$ cat src/rtl/i2c_pkg.sv
// Shared types and default timing for the serial memory-bus initiator.
package i2c_pkg;

    typedef enum logic [3:0] {
        IDLE, START, ADDR, RW, ADDR_ACK, TURN, DATA, DATA_ACK,
        RD_WAIT, STOP_LO, STOP_HI, DONE
    } state_e;

    localparam logic RW_WRITE = 1'b1;
    localparam logic RW_READ  = 1'b0;

    localparam int DEF_ADDR_WIDTH       = 7;
    localparam int DEF_DATA_WIDTH       = 8;
    localparam int DEF_TURN_CYCLES      = 2;
    localparam int DEF_RD_WAIT_CYCLES   = 2;
    localparam int DEF_ACK_TIMEOUT      = 4;
    localparam int DEF_STOP_HIGH_CYCLES = 2;

    function automatic int max2(input int a, input int b);
        return (a > b) ? a : b;
    endfunction

endpackage

$ cat src/rtl/i2c_bit_serializer.sv
// Loadable LSB-first shifter; o_last flags the final bit of the loaded length.
module i2c_bit_serializer #(
    parameter int W  = 8,
    parameter int CW = 4
) (
    input  logic          clk,
    input  logic          reset_n,
    input  logic          i_load,
    input  logic [W-1:0]  i_data,
    input  logic [CW-1:0] i_len,
    input  logic          i_shift,
    output logic          o_bit,
    output logic          o_last
);

    logic [W-1:0]  r_data;
    logic [CW-1:0] r_idx;
    logic [CW-1:0] r_len;

    always_ff @(posedge clk or negedge reset_n) begin
        if (!reset_n) begin
            r_data <= '0;
            r_idx  <= '0;
            r_len  <= '0;
        end else if (i_load) begin
            r_data <= i_data;
            r_idx  <= '0;
            r_len  <= i_len;
        end else if (i_shift) begin
            r_data <= r_data >> 1;
            r_idx  <= r_idx + 1'b1;
        end
    end

    assign o_bit  = r_data[0];
    assign o_last = (r_idx == r_len - 1'b1);

endmodule

$ cat src/rtl/i2c_master_controller.sv
// Serializes one read/write command per frame onto SDA_OUT, one bit per clk,
// with ack timeouts, read-data capture and a fixed stop sequence.
module i2c_master_controller
    import i2c_pkg::*;
#(
    parameter int ADDR_WIDTH       = DEF_ADDR_WIDTH,
    parameter int DATA_WIDTH       = DEF_DATA_WIDTH,
    parameter int TURN_CYCLES      = DEF_TURN_CYCLES,
    parameter int RD_WAIT_CYCLES   = DEF_RD_WAIT_CYCLES,
    parameter int ACK_TIMEOUT      = DEF_ACK_TIMEOUT,
    parameter int STOP_HIGH_CYCLES = DEF_STOP_HIGH_CYCLES
) (
    input  logic                  clk,
    input  logic                  reset_n,
    input  logic                  start,
    input  logic                  rw,
    input  logic [ADDR_WIDTH-1:0] addr,
    input  logic [DATA_WIDTH-1:0] wdata,
    input  logic                  ack_n,
    input  logic [DATA_WIDTH-1:0] data_out,
    output logic                  SDA_OUT,
    output logic                  busy,
    output logic                  done,
    output logic                  nack,
    output logic [DATA_WIDTH-1:0] rdata
);

    localparam int SER_W   = max2(ADDR_WIDTH, DATA_WIDTH);
    localparam int BIT_CW  = $clog2(SER_W) + 1;
    localparam int CNT_MAX = max2(max2(TURN_CYCLES, RD_WAIT_CYCLES),
                                  max2(ACK_TIMEOUT, STOP_HIGH_CYCLES));
    localparam int CNT_W   = $clog2(CNT_MAX) + 1;

    state_e                r_state, w_next;
    logic [CNT_W-1:0]      r_cnt;
    logic                  r_rw;
    logic [DATA_WIDTH-1:0] r_wdata;
    logic                  r_nack;
    logic [DATA_WIDTH-1:0] r_rdata;

    logic                  w_accept, w_sda, w_in_ack, w_ack_ok, w_ack_to;
    logic                  w_ser_load, w_ser_shift, w_ser_bit, w_ser_last;
    logic [SER_W-1:0]      w_ser_data;
    logic [BIT_CW-1:0]     w_ser_len;
    logic                  w_rd_cap;

    assign busy     = (r_state != IDLE) && (r_state != DONE);
    assign done     = (r_state == DONE);
    assign w_accept = start && !busy;
    assign w_in_ack = (r_state == ADDR_ACK) || (r_state == DATA_ACK);
    assign w_ack_ok = w_in_ack && !ack_n;
    assign w_ack_to = w_in_ack && ack_n && (r_cnt == CNT_W'(ACK_TIMEOUT - 1));
    assign w_rd_cap = (r_state == RD_WAIT) && (r_cnt == CNT_W'(RD_WAIT_CYCLES - 1));

    // The single shifter carries the address first, then is reloaded with
    // write data at the address ack so it is ready by the end of TURN.
    assign w_ser_load = w_accept ||
                        ((r_state == ADDR_ACK) && w_ack_ok && (r_rw == RW_WRITE));
    assign w_ser_data = w_accept ? SER_W'(addr) : SER_W'(r_wdata);
    assign w_ser_len  = w_accept ? BIT_CW'(ADDR_WIDTH) : BIT_CW'(DATA_WIDTH);

    i2c_bit_serializer #(.W(SER_W), .CW(BIT_CW)) u_ser (
        .clk     (clk),
        .reset_n (reset_n),
        .i_load  (w_ser_load),
        .i_data  (w_ser_data),
        .i_len   (w_ser_len),
        .i_shift (w_ser_shift),
        .o_bit   (w_ser_bit),
        .o_last  (w_ser_last)
    );

    always_comb begin
        w_next      = r_state;
        w_sda       = 1'b1;
        w_ser_shift = 1'b0;
        case (r_state)
            IDLE:     if (w_accept) w_next = START;
            START: begin
                w_sda  = 1'b0;
                w_next = ADDR;
            end
            ADDR: begin
                w_sda       = w_ser_bit;
                w_ser_shift = 1'b1;
                if (w_ser_last) w_next = RW;
            end
            RW: begin
                w_sda  = r_rw;
                w_next = ADDR_ACK;
            end
            ADDR_ACK: begin
                if (w_ack_ok)      w_next = (r_rw == RW_WRITE) ? TURN : RD_WAIT;
                else if (w_ack_to) w_next = STOP_LO;
            end
            TURN:     if (r_cnt == CNT_W'(TURN_CYCLES - 1)) w_next = DATA;
            DATA: begin
                w_sda       = w_ser_bit;
                w_ser_shift = 1'b1;
                if (w_ser_last) w_next = DATA_ACK;
            end
            DATA_ACK: if (w_ack_ok || w_ack_to) w_next = STOP_LO;
            RD_WAIT:  if (w_rd_cap) w_next = STOP_LO;
            STOP_LO: begin
                w_sda  = 1'b0;
                w_next = STOP_HI;
            end
            STOP_HI:  if (r_cnt == CNT_W'(STOP_HIGH_CYCLES - 1)) w_next = DONE;
            DONE:     w_next = w_accept ? START : IDLE;
            default:  w_next = IDLE;
        endcase
    end

    // r_cnt restarts on every state change, so each timed phase counts from 0.
    always_ff @(posedge clk or negedge reset_n) begin
        if (!reset_n) begin
            r_state <= IDLE;
            r_cnt   <= '0;
            r_rw    <= 1'b0;
            r_wdata <= '0;
            r_nack  <= 1'b0;
            r_rdata <= '0;
        end else begin
            r_state <= w_next;
            r_cnt   <= ((w_next != r_state) || (r_state == IDLE)) ? '0 : r_cnt + 1'b1;
            if (w_accept) begin
                r_rw    <= rw;
                r_wdata <= wdata;
                r_nack  <= 1'b0;
            end else if (w_ack_to) begin
                r_nack  <= 1'b1;
            end
            if (w_rd_cap) r_rdata <= data_out;
        end
    end

    assign SDA_OUT = w_sda;
    assign nack    = r_nack;
    assign rdata   = r_rdata;

endmodule
$ cat config.mk
export PLATFORM = sky130hd
export DESIGN_NAME = i2c_master_controller
export DESIGN_NICKNAME = d
export VERILOG_FILES = /design/src/rtl/i2c_pkg.sv /design/src/rtl/i2c_bit_serializer.sv /design/src/rtl/i2c_master_controller.sv
export SDC_FILE = /design/constraint.sdc
export NUM_CORES = 1
export LEC_CHECK = 0
export CAP_MARGIN = 5
export CORE_UTILIZATION = 62
export DETAILED_ROUTE_END_ITERATION = 16
export DONT_BUFFER_PORTS = 1
export PLACE_DENSITY = 0.77
export SLEW_MARGIN = 20
export SYNTH_ARGS = -nofsm -noshare
export SYNTH_HDL_FRONTEND = slang
export SYNTH_SLANG_ARGS = --single-unit
$ cat constraint.sdc
create_clock -name clk -period 1.8 [get_ports clk]
set_input_delay 0.36 -clock clk [delete_from_list [all_inputs] [get_ports clk]]
set_output_delay 0.36 -clock clk [all_outputs]
set_load 0.01 [all_outputs]
* Word-level counts from Yosys, hierarchy flattened
Index checks and enable logic that the tools add are counted. W data, S select, Z words.
Word-level totals: register bits 41, input bits 28
Operators by class: $add $sub $neg 3, equal/unequal tests 16, muxes and demuxes 23, reduce and logical (&&, ||, !) cells 20
Operator list (count):
- $mux W4 | 13
- $pmux W4 S12 | 1
- $mux W8 | 3
- $eq A4 B3 Y1 const B | 4
- $eq A4 B4 Y1 const B | 4
- $eq A4 B2 Y1 const B | 2
- $logic_and A1 B1 Y1 | 8
- $add A4 B1 Y4 const B | 1
- $eq A4 B1 Y1 const B | 1
- $eq A4 B4 Y1 | 1
- $logic_not A4 Y1 | 1
- $logic_or A1 B1 Y1 | 4
- $mux W1 | 4
- $ne A4 B4 Y1 | 1
- $ne A4 B4 Y1 const B | 1
- $reduce_bool A2 Y1 | 2
- $reduce_bool A4 Y1 | 1
- $reduce_or A2 Y1 | 2
- $sub A4 B1 Y4 const B | 1
- $add A3 B1 Y3 const B | 1
- $eq A3 B1 Y1 const B | 1
- $eq A3 B2 Y1 const B | 1
- $mux W3 | 1
- $pmux W1 S3 | 1
- $logic_not A1 Y1 | 2

* Depth between registers and ports, before layout
depth after elaboration 10, depth in mapped cells 8, mapped depth without buffers 7

* Hierarchy
Synthesis repeated with hierarchy kept, for this count alone.
Unflattened totals: cells, all modules 209, area, all modules 2102.0 um^2
Modules (own cells, without submodules):
- i2c_master_controller | times used 1, cells each 137, area each 1325.0 um^2, sequential area each 625.6 um^2
- i2c_bit_serializer | times used 1, cells each 72, area each 777.0 um^2, sequential area each 400.4 um^2

* Least setup slack after synthesis
OpenSTA, ideal clock, no wires.
path kind register -> register, start register r_state[0], end register u_ser.r_data[0], library setup time 134 ps, arrival time 1460 ps, data required time 1666 ps, setup slack 206 ps, stages on the path, launching flop included 8, path buffers 2, cell sequence dfrtp_1 > buf_6 > and4b_4 > nor2_2 > nor2_2 > buf_6 > a222oi_1 > o21ai_1
RTL lines:
- start, declared | RTL line i2c_master_controller.sv:34 | state_e r_state, w_next;
- start signal, assigned | RTL line i2c_master_controller.sv:124 | r_state <= w_next;
- $ne A4 B4 Y1 / $reduce_bool A4 Y1 (equally long branches) | RTL line i2c_master_controller.sv:47 | assign busy = (r_state != IDLE) && (r_state != DONE);
- $logic_and A1 B1 Y1 (*) | RTL line i2c_master_controller.sv:47
- net busy | RTL line i2c_master_controller.sv:22 | output logic busy,
- $logic_not A1 Y1 (*) | RTL line i2c_master_controller.sv:49 | assign w_accept = start && !busy;
- $logic_and A1 B1 Y1 (*) | RTL line i2c_master_controller.sv:49
- $mux W8 / $logic_or A1 B1 Y1 (equally long branches) | RTL line i2c_master_controller.sv:59, i2c_master_controller.sv:57
- $mux W8 / $reduce_bool A2 Y1 (equally long branches)
- end signal, assigned | RTL line i2c_bit_serializer.sv:26 | r_data <= i_data;
- end signal, assigned | RTL line i2c_bit_serializer.sv:30 | r_data <= r_data >> 1;
- end, declared | RTL line i2c_bit_serializer.sv:16 | logic [W-1:0] r_data;
The timed path passes the listed nets; every way through them passes the cells marked *. A chain may end at the register's enable or synchronous reset.

* Worst setup path after layout
start register r_state[0], end output busy
On the way: word-level cells in the longest chain between the ends 2
Ends and longest elaborated chain (RTL line):
- $ne A4 B4 Y1 / $reduce_bool A4 Y1 (equally long branches) | i2c_master_controller.sv:47
- $logic_and A1 B1 Y1 (*) | i2c_master_controller.sv:47
- end, declared | i2c_master_controller.sv:22
Every way passes the cells marked *; elsewhere a longest branch is shown, timed or not.

==> impl_metrics.ini <==
[min_path]
hp-class = input pin to flop

[logic_synthesis]
synth_cell_types = 39
async_flop_share = 1.00
avgSynthCellArea_um2 = 10.2
syn_area_um2 = 1970
ys.flop_type = dfrtp_1
synth_area_leader_cell = dfrtp_1
synth_edf_count = 0
syn_inst = 193
synth_area_leaders = dfrtp_1 50%, nand2_1 6.5%, mux2_2 4.6%
yosys_warnings = 0
yosysMostFrequentCell = dfrtp_1
ys_ff_latch = 39
yosysSeqAreaShare = 0.496
synth.top_cell.area_share = 0.496
syn-num-nets = 225
synthTopCellsByCount = 39 x dfrtp_1, 34 x nand2_1, 13 x inv_1, 13 x nor2_1, 9 x o21ai_1

[placed_design]
buffer_ports.inserted = 0
dp_hpwl_mm = 2.96
gp_congestion = 0.926
pre_cts_slack_ns = 0.0340
place_inst = 242

[worst_setup_path]
cp_top_family = flip-flops
cp_cell_sequence = buf_4 -> nor4_4 -> nor2_2 -> buf_4
worstPathRequired_ns = 1.44
cp-start-kind = flop
path_max_fanout = 4
crit_path_frequent_cell = buf_4
crit_arrival_ns = 1.47
endpoint_kind = output port
critPathMaxStageDelay_ns = 0.45
cp_slowest_cell = dfrtp_2
cp_num_buf_inv = 2
worstSetupPathType = flop to output port

[pwr]
p_leak_uw = 0.00107
power_uw = 4080
irDropWorstVdd_mv = 1.05
powerDensity_nw_per_um2 = 1710

[sta]
finalCriticalPeriod_ns = 1.83
period_share = 1.02
slew_headroom = 0.723
hold_viol_final = 0
slew_violations = 0
tightest_slew_ns = 0.415
layout_setup_ws_ns = -0.0275
rsz0062_at_grt = true
finClkSkew_ns = 0.0120
fin_tns_setup_ns = -0.0275
setup_viol = 1
timing.fmax_ghz = 0.547

[clock_tree]
ctsHtreeMaxLevel = 2
clkLatencyLatePin_ns = 0.35
cts_tree = done
path_clk_slew_ns = 0.13
cts_sinks = 39
clockRootBuffer = clkbuf_4
numCtsBuffers = 5
cts_buffer_depth = 2

[detailed_routing]
initialDrtViolationCount = 102
wl_per_cell_um = 17.5
routed_wl_mm = 4.58
first_pass_iters = 5
vias_per_cell = 5.90
via_count = 1541
ant_nets = 0
drc = 0

[final_layout]
drive_above_1_share = 0.323
antennaDiodeCount = 0
final.fill_count = 185
area_growth_pct = 21.0
nets = 248
final_util = 0.787
fin_cells = 261

[global_route]
grt_util_all_layers = 0.274
grt_pass1_vias = 1529
antenna_found_initial = 0
grt_pass1_wl_mm = 6.87
grt_max_degree = 40
grt_overflow_total = 0

[die]
placementRows = 20
core_area_um2 = 3030
start_util = 0.650
die_h_um = 58.4
ios = 40
die_area_um2 = 3410
die_w_um = 58.4

[status]
status = finished, violations left
violations = setup timing

[run]
cap_violations = 0
-- placed cells by master (no fill, tap or decap), drive strengths merged, types with 2 or more instances in the layout --
cell    synthesis  layout
nor3b           2       2
mux2            8       8
dfrtp          39      39
xor2            4       4
nor3            4       4
nand2          34      34
nor4bb          2       2
nand2b          8       8
inv            13      13
o21ai          11      11
buf            10      25
nor2b           4       4
a21oi           6       6
a222oi          7       7
nand4           3       3
nor2           15      15
clkbuf          0       6
mux2i           3       3
ha              4       4
nor4            2       2
-- area by class of cell --
type	count	area [um2]	area share
Multi-Input combinational cell	131	983	0.413
Sequential cell	39	980	0.411
Timing Repair Buffer	26	230	0.0966
Tap cell	44	55.1	0.0231
Clock buffer	6	51.3	0.0215
Inverter	13	48.8	0.0205
Clock inverter	2	35.0	0.0147
-- layer usage --
layer | track usage | wire [um]
met4 | 0.143 | 61
met2 | 0.475 | 2470
met1 | 0.331 | 1780
met3 | 0.0440 | 268
met5 | 0 | 0
-- worst register-to-register path: stages (launching register included) --
cell     delay, ns
dfrtp_1       0.41
buf_6         0.14
buf_4         0.15
or4_4         0.56
nand4_4       0.15
xor2_4        0.20
nor3_2        0.08
-- where the power goes --
| part | leakage (uW) | internal [uW] | total, uW | switching, uW |
|---|---|---|---|---|
| Sequential | 0.000485 | 1250 | 1570 | 319 |
| Clock | 0.0000482 | 328 | 628 | 299 |
| Combinational | 0.000540 | 910 | 1890 | 976 |
| Total | 0.00107 | 2480 | 4080 | 1590 |
-- what timing repair did --
action                                  in CTS  in global routing
resized for setup                            7                 19
endpoints found under the hold margin       39                  0
endpoints found under the setup margin       1                 12
hold buffers                                 2                  0
buffers inserted                             6                  3
pin swaps                                    1                 14
-- metrics by stage --
stage | instance area [um2] | hold slack [ns]
after floorplan | 1970 | 0.0644
after global placement | 2080 | 0.0652
after detailed placement | 2080 | 0.0653
after CTS | 2270 | 0.103
after global routing | 2380 | 0.110
final | 2380 | 0.113
-- flip-flops by register name, indices dropped and copies added (netlist names) --
name	flops
r_cnt	3
r_rw	1
nack	1
rdata	8
r_state	4
u_ser.r_len	2
r_wdata	8
u_ser.r_idx	4
u_ser.r_data	8
-- final timing paths --
path	start	end	slack, ns	cells after the start
max	r_state[0]$_DFF_PN0_	busy	-0.03	4
max reg2reg	r_state[1]$_DFF_PN0_	r_cnt[0]$_DFF_PN0_	0.01	6
min reg2reg	r_wdata[0]$_DFFE_PN0N_	r_wdata[0]$_DFFE_PN0N_	0.49	2
min in group asynchronous	reset_n	r_cnt[1]$_DFF_PN0_	0.44	2
max in group asynchronous	reset_n	rdata[4]$_DFFE_PN0P_	1.15	2
min	wdata[0]	r_wdata[0]$_DFFE_PN0N_	0.11	2
-- cell families (layout without fill, tap and decap cells) --
logic type,Yosys count,count (layout),share of synthesized area
and+or+nand+nor,79,79,0.215
DFF,39,39,0.496
AOI/OAI and AO/OA,32,32,0.115
buffers and inverters,23,47,0.0616
muxes,11,11,0.0610
xor gates and xnor gates,5,5,0.0261
adders and majority gates,4,4,0.0254
No activity file was read; power rests on OpenSTA's default activity.
